`src/rtl/dca_matrix_store_row_packer.sv`:
```
// DCA matrix store row packer.
// Takes one matrix row at a time from the tensor side, slices it into AXI
// write beats (one burst per row, wlast on the final beat), counts the B
// responses and reports completion and sticky response errors.
module dca_matrix_store_row_packer #(
    parameter  int MATRIX_NUM_ROW = 4,
    parameter  int MATRIX_NUM_COL = 4,
    parameter  int BW_ELEMENT     = 32,
    parameter  int BW_AXI_DATA    = 32,
    localparam int BW_ROW         = MATRIX_NUM_COL * BW_ELEMENT,
    localparam int NUM_BEAT       = BW_ROW / BW_AXI_DATA,
    localparam int BW_NUM_ROW     = $clog2(MATRIX_NUM_ROW + 1)
) (
    input  logic                     clk,
    input  logic                     rstnn,
    input  logic                     clear,
    input  logic                     cmd_valid,
    input  logic [BW_NUM_ROW-1:0]    cmd_num_rows,
    output logic                     cmd_ready,
    input  logic                     row_valid,
    input  logic [BW_ROW-1:0]        row_data,
    output logic                     row_ready,
    output logic                     wvalid,
    output logic [BW_AXI_DATA-1:0]   wdata,
    output logic [BW_AXI_DATA/8-1:0] wstrb,
    output logic                     wlast,
    input  logic                     wready,
    input  logic                     bvalid,
    input  logic [1:0]               bresp,
    output logic                     bready,
    output logic                     busy,
    output logic                     done,
    output logic                     error
);
    localparam int BW_BEAT = (NUM_BEAT > 1) ? $clog2(NUM_BEAT) : 1;

    typedef enum logic [1:0] {IDLE, WAIT_ROW, SEND, WAIT_RESP} state_t;

    state_t                               state, state_nxt;
    logic [NUM_BEAT-1:0][BW_AXI_DATA-1:0] row_buf;
    logic [BW_BEAT-1:0]                   beat_cnt;
    logic [BW_NUM_ROW-1:0]                num_rows, row_cnt, resp_cnt;
    logic [BW_NUM_ROW-1:0]                row_cnt_inc, resp_cnt_nxt;
    logic                                 out_en, done_q, error_q;
    logic                                 cmd_hs, row_hs, w_hs, b_hs, last_beat;

    assign cmd_hs       = cmd_valid & cmd_ready;
    assign row_hs       = row_valid & row_ready;
    assign w_hs         = wvalid & wready;
    assign b_hs         = bvalid & bready;
    assign last_beat    = (beat_cnt == BW_BEAT'(NUM_BEAT - 1));
    assign row_cnt_inc  = row_cnt + 1'b1;
    // Response count as it will be after this cycle, so a B handshake in the
    // same cycle counts toward completion.
    assign resp_cnt_nxt = resp_cnt + BW_NUM_ROW'(b_hs);
    assign done         = done_q;
    assign error        = error_q;

    // State register.
    always_ff @(posedge clk or negedge rstnn) begin
        if (!rstnn) state <= IDLE;
        else        state <= state_nxt;
    end

    // Next-state logic; clear overrides every other transition.
    always_comb begin
        state_nxt = state;
        case (state)
            IDLE:      if (cmd_hs) state_nxt = (cmd_num_rows == '0) ? IDLE : WAIT_ROW;
            WAIT_ROW:  if (row_hs) state_nxt = SEND;
            SEND:      if (w_hs && last_beat)
                           state_nxt = (row_cnt_inc == num_rows) ? WAIT_RESP : WAIT_ROW;
            WAIT_RESP: if (resp_cnt_nxt == num_rows) state_nxt = IDLE;
            default:   state_nxt = IDLE;
        endcase
        if (clear) state_nxt = IDLE;
    end

    // Handshake and W-channel outputs decoded from the current state.
    always_comb begin
        cmd_ready = 1'b0;
        row_ready = 1'b0;
        wvalid    = 1'b0;
        wdata     = '0;
        wstrb     = '0;
        wlast     = 1'b0;
        bready    = 1'b0;
        busy      = 1'b0;
        case (state)
            IDLE:      cmd_ready = out_en;
            WAIT_ROW:  begin row_ready = 1'b1; bready = 1'b1; busy = 1'b1; end
            SEND: begin
                wvalid = 1'b1;
                wdata  = row_buf[beat_cnt];
                wstrb  = '1;
                wlast  = last_beat;
                bready = 1'b1;
                busy   = 1'b1;
            end
            WAIT_RESP: begin bready = 1'b1; busy = 1'b1; end
            default:   ;
        endcase
    end

    // Row buffer: single entry, only written in WAIT_ROW so beats stay stable.
    always_ff @(posedge clk or negedge rstnn) begin
        if (!rstnn)      row_buf <= '0;
        else if (row_hs) row_buf <= row_data;
    end

    // Counters, done pulse and sticky error. out_en keeps cmd_ready low while
    // reset is applied and for the first cycle after it.
    always_ff @(posedge clk or negedge rstnn) begin
        if (!rstnn) begin
            out_en   <= 1'b0;
            num_rows <= '0;
            row_cnt  <= '0;
            resp_cnt <= '0;
            beat_cnt <= '0;
            done_q   <= 1'b0;
            error_q  <= 1'b0;
        end else begin
            out_en <= 1'b1;
            if (clear) begin
                num_rows <= '0;
                row_cnt  <= '0;
                resp_cnt <= '0;
                beat_cnt <= '0;
                done_q   <= 1'b0;
            end else begin
                done_q <= 1'b0;
                if (cmd_hs) begin
                    num_rows <= cmd_num_rows;
                    row_cnt  <= '0;
                    resp_cnt <= '0;
                    beat_cnt <= '0;
                    error_q  <= 1'b0;
                    done_q   <= (cmd_num_rows == '0);
                end
                if (row_hs) beat_cnt <= '0;
                if (w_hs) begin
                    beat_cnt <= last_beat ? '0 : beat_cnt + 1'b1;
                    if (last_beat) row_cnt <= row_cnt_inc;
                end
                if (b_hs) begin
                    resp_cnt <= resp_cnt_nxt;
                    if (bresp != 2'b00) error_q <= 1'b1;
                end
                if (state == WAIT_RESP && resp_cnt_nxt == num_rows) done_q <= 1'b1;
            end
        end
    end
endmodule

```
`config.mk`:
```
export PLATFORM = sky130hd
export DESIGN_NAME = dca_matrix_store_row_packer
export DESIGN_NICKNAME = d
export VERILOG_FILES = /design/src/rtl/dca_matrix_store_row_packer.sv
export SDC_FILE = /design/constraint.sdc
export NUM_CORES = 1
export LEC_CHECK = 0
export ABC_CLOCK_PERIOD_IN_PS = 2100
export CORE_UTILIZATION = 40
export DETAILED_ROUTE_END_ITERATION = 10
export GPL_ROUTABILITY_DRIVEN = 1
export PLACE_DENSITY = 0.7
export SLEW_MARGIN = 15
export SYNTH_ARGS = -nofsm -noshare
export SYNTH_HDL_FRONTEND = slang
export SYNTH_SLANG_ARGS = --single-unit
export TNS_END_PERCENT = 100
```
`constraint.sdc`:
```
create_clock -name clk -period 2.1 [get_ports clk]
set_clock_uncertainty 0.15 [all_clocks]
set_input_delay 0.42 -clock clk [delete_from_list [all_inputs] [get_ports clk]]
set_output_delay 0.42 -clock clk [all_outputs]
set_load 0.02 [all_outputs]
```
==> Word-level counts from Yosys, hierarchy flattened <==
Index checks and enable logic that the tools add are counted.
{ "word_totals": {"regBits": 144, "output_inout_bits": 44, "elab_cells": 77} }
{ "op_classes": {"addsub": 3, "n_lt_le_gt_ge": 1, "eq_ne": 10, "mux": 37, "n_bitwise": 4, "n_reduce_logical": 10} }
{ "op_table": {"columns": ["op", "n"], "rows": [
  ["$bmux 32 s2", 1],
  ["$mux 32", 2],
  ["$mux 3", 9],
  ["$mux 2", 11],
  ["$mux 1", 12],
  ["$ne 3x3->1 const B", 4],
  ["$pmux 2 s4", 1],
  ["$eq 2x2->1 const B", 3],
  ["$eq 3x3->1", 2],
  ["$and 1x1->1", 4],
  ["$mux 4", 1],
  ["$reduce_and 4->1", 1],
  ["$reduce_bool 2->1", 2],
  ["$reduce_bool 4->1", 1],
  ["$add 3x1->3", 1],
  ["$add 3x1->3 const B", 1],
  ["$logic_not 3->1", 1],
  ["$lt 2x3->1 const B", 1],
  ["$reduce_bool 3->1", 1],
  ["$reduce_or 3->1", 1],
  ["$add 2x1->2 const B", 1],
  ["$eq 2x1->1 const B", 1],
  ["$logic_and 1x1->1", 2],
  ["$logic_not 2->1", 1]
]} }

==> Depth between registers and ports, before layout <==
{ "depth": {"word_depth": 9, "mapped_depth": 8, "depth_no_buf": 7} }

==> Worst setup path before layout <==
Ideal clock, no wire load.
{ "synth_timing": {"path_type": "reg-to-reg", "startpoint": "register state[0]", "endpoint": "register state[1]", "setup_ps": 99, "arrival_ps": 1798, "required_ps": 1851, "setup_slack_ps": 53, "path_stages_with_launch": 9, "path_cell_list": "dfrtp_1 -> buf_6 -> o21a_1 -> ha_1 -> ha_1 -> xnor3_1 -> nand4_1 -> nand2_1 -> a311oi_1"} }
{ "synth_between": {"elab_chain_len": 8, "word_cells_on_any_way": 23, "classes_between": "add/sub: 1; eq/ne: 8; mux: 6; bitwise: 4; reduce/logical: 4"} }
{ "synth_rtl": {"columns": ["item", "line", "source"], "rows": [
  ["start: declaration", "39", "state_t state, state_nxt;"],
  ["start signal: assignment", "62", "else state <= state_nxt;"],
  ["$eq 2x2->1 or $eq 2x1->1 (tied branches)", "68, 89", null],
  ["$reduce_or 3->1 (no line)", null, null],
  ["$mux 1", "89", "case (state)"],
  ["$and 1x1->1", "50", "assign b_hs = bvalid & bready;"],
  ["$add 3x1->3", "55", "assign resp_cnt_nxt = resp_cnt + BW_NUM_ROW'(b_hs);"],
  ["$eq 3x3->1", "73", "WAIT_RESP: if (resp_cnt_nxt == num_rows) state_nxt = IDLE;"],
  ["$ne 3x3->1 (no line)", null, null],
  ["$reduce_and 4->1 (no line)", null, null]
]} }
Parallel ways exist; a longest one is shown, timed or not.
A chain may end at the register's enable or synchronous reset.

==> Final worst setup path <==
{ "layout_timing": {"startpoint": "register beat_cnt[0]", "endpoint": "output wdata[2]"} }
{ "layout_between": {"elab_chain_len": 3} }
{ "layout_rtl": {"columns": ["item", "line", "source"], "rows": [
  ["start: declaration", "41", "logic [BW_BEAT-1:0] beat_cnt;"],
  ["start signal: assignment", "142", "beat_cnt <= last_beat ? '0 : beat_cnt + 1'b1;"],
  ["$bmux 32 s2", "94", "wdata = row_buf[beat_cnt];"],
  ["$mux 32 (implied by the code)", "94", null],
  ["$mux 32", "89", null],
  ["end: declaration", "24", "output logic [BW_AXI_DATA-1:0] wdata,"]
]} }
No other way between the ends. The select of a mux whose other input is x is not followed.

==> flow_metrics.tcl <==
set metrics [dict create \
    dpl_cell_area_sq_mm 0.00956 \
    firstDrtPassIters 5 \
    crit_path_end_kind "output port" \
    status "finished, violations left" \
    setup_viol 33 \
    violations "negative setup slack" \
    numCtsBuffers 17 \
    cts_max_level 4 \
    synth_most_common_cell "dfrtp_1" \
    synth_nets 591 \
    insertion_delay_ns 0.41 \
    area_growth_pct 47.8 \
    grt_max_degree 44 \
    yosysSeqAreaShare 0.506 \
    critPathSlowestCell "dfrtp_2" \
    netlist_top_cells_count "dfrtp_1, mux2_4, and2_1" \
    final_layout_size_suffix_gt1_frac 0.466 \
    hold_class "primary input to asynchronous set/reset pin" \
    synth_edf_count 0 \
    max_stage_delay_ns 0.45 \
    grt_usage 0.189 \
    yosysWarningCount 0 \
    antenna_left 0 \
    crit_type "register to output port" \
    grt_antenna_before_repair 0 \
    async_flop_share 1.00 \
    avgSynthCellArea_sq_um 16.0 \
    fmax_mhz 399 \
    synthTopCellsByArea "dfrtp_1, mux2_4, mux4_2" \
    clk_pin_slew_ns 0.06 \
    initial_core_util 0.410 \
    wirelength_microns 16500 \
    finalSetupTns_ns -10.93 \
    synth_largest_area_cell "dfrtp_1" \
    cp_common_cell "buf_6" \
    yosysTopAreaCellShare 0.506 \
    root_buffer "clkbuf_16" \
    p_leak_nw 4.59 \
    synth_ff_type "dfrtp_1" \
    wl_per_cell_microns 17.9 \
    die_x_microns 135 \
    antennaDiodeCount 0 \
    core_region_area_sq_mm 0.0174 \
    place_congestion 0.825 \
    die_area_sq_mm 0.0183 \
    design_area_sq_mm 0.0105 \
    worstSetupStartpointType "register" \
    timing.final.max_slew_violations 0 \
    cts_tree "yes" \
    fin_ws_ns -0.409 \
    viasPerCell 4.98 \
    drtIter0Drc 162 \
    cp_max_fo 5 \
    syn_area_sq_mm 0.00712 \
    port_buffers 183 \
    overflow 0 \
    cp.arrival_ns 1.94 \
    vias 4581 \
    ioPinCount 184 \
    path_cells "buf_12 -> buf_16 -> buf_6 -> mux4_2 -> and2_4 -> buf_6" \
    cp_top_family "buffers and inverters" \
    dieHeight_microns 135 \
    drc 0 \
    maxCapViolations 0 \
    min_period_over_period 1.19 \
    required_ns 1.53 \
    clock_sinks 144 \
    num_rows 48 \
    cts_buffer_depth 2 \
    grt_pass1_vias 5007 \
    dp_hpwl_microns 11500 \
    grt_pass1_wl_microns 26300 \
    synth_cells 446 \
    worst-path-buf-inv 4 \
    finalHoldViolCount 0 \
    ir_drop_uv 554 \
    rsz0062_at_grt "true" \
    power_density_mw_per_mm2 905 \
    period_needed_ns 2.51 \
    synth_cell_types 44 \
    ys_ff_latch 144 \
    nNetsFinal 827 \
]
## worst paths after layout
kind,slack [ns],from,end,depth (start not counted)
max in group asynchronous,0.92,rstnn,beat_cnt[0],3
worst max-delay path,-0.41,beat_cnt[0],wdata[2],6
min in group clk,0.34,row_buf[48],row_buf[48],1
worst min register to register,0.34,row_buf[48],row_buf[48],1
worst min-delay path,0.29,rstnn,row_buf[53],2
worst max register to register,0.08,state[0],state[0],8
## where the power goes
part / leakage, nW / total, W / switching [W] / internal [W]
Sequential: 1.74 / 0.00412 / 0.000477 / 0.00364
Combinational: 2.55 / 0.00229 / 0.000595 / 0.00170
Clock: 0.291 / 0.00312 / 0.00123 / 0.00188
## through the flow
step           cells   util  setup WS [ns]  hold WS [ns]  power, W
2_1_floorplan    446      -         0.0527       -0.0256   0.00553
6_report         920  0.606         -0.409         0.293   0.00952
3_5_place_dp     872  0.551         -0.349         0.161   0.00640
3_3_place_gp     872  0.551         -0.310         0.161   0.00627
4_1_cts          920  0.606         -0.426         0.286   0.00961
5_1_grt          920  0.606         -0.471         0.300    0.0100
## area by class of cell
class	count	area, sq um
inverter	4	16.3
fill	1329	6830
timing repair buffer	252	2640
clock inverter	15	184
clock buffer	17	425
multi-input combinational	263	3370
sequential	144	3610
tap	225	282
## per-layer routing
metal | part of all wire | vias to the layer above | GRT usage | routed length [microns]
met5 | 0 | - | 0 | 0
met4 | 0.010 | 0 | 0.0618 | 164
met3 | 0.057 | 13 | 0.0475 | 945
met2 | 0.51 | 150 | 0.322 | 8460
met1 | 0.42 | 2347 | 0.236 | 6910
li1 | - | 2071 | - | -
## registers in the layout, indices dropped and copies added (netlist names)
name and cells:
out_en 1, num_rows 3, row_cnt 3, error 1, done 1, row_buf 128
beat_cnt 2, resp_cnt 3, state 2
## timing repair
item                                    in CTS  in global routing
hold buffers                                 1                  0
gates resized for setup                    278                 13
cloned                                       1                  0
pin swaps                                   33                  4
buffers inserted                            15                  1
hold endpoints to repair                    24                  0
endpoints found under the setup margin      45                 42
## logic make-up (layout without fill, tap and decap cells)
logic type | count (synthesis) | after routing | synth area share
compound gates | 15 | 15 | 0.0158
mux | 164 | 164 | 0.361
other cells | 1 | 1 | 0.000526
simple gates | 70 | 70 | 0.0567
xor+xnor | 8 | 8 | 0.0118
flops | 144 | 144 | 0.506
fa+ha+maj | 5 | 5 | 0.00878
buf+inv | 39 | 288 | 0.0397
## placed cells by master (no fill, tap or decap), types with 17 or more instances in the layout
cell type          n
mux2_1            30
buf_12            17
buf_4             39
dfrtp_1          141
buf_6             44
clkdlybuf4s50_1  140
and2_4            33
clkbuf_16         17
mux2_4            98
mux4_2            32
Power figures use the tool's default switching activity.
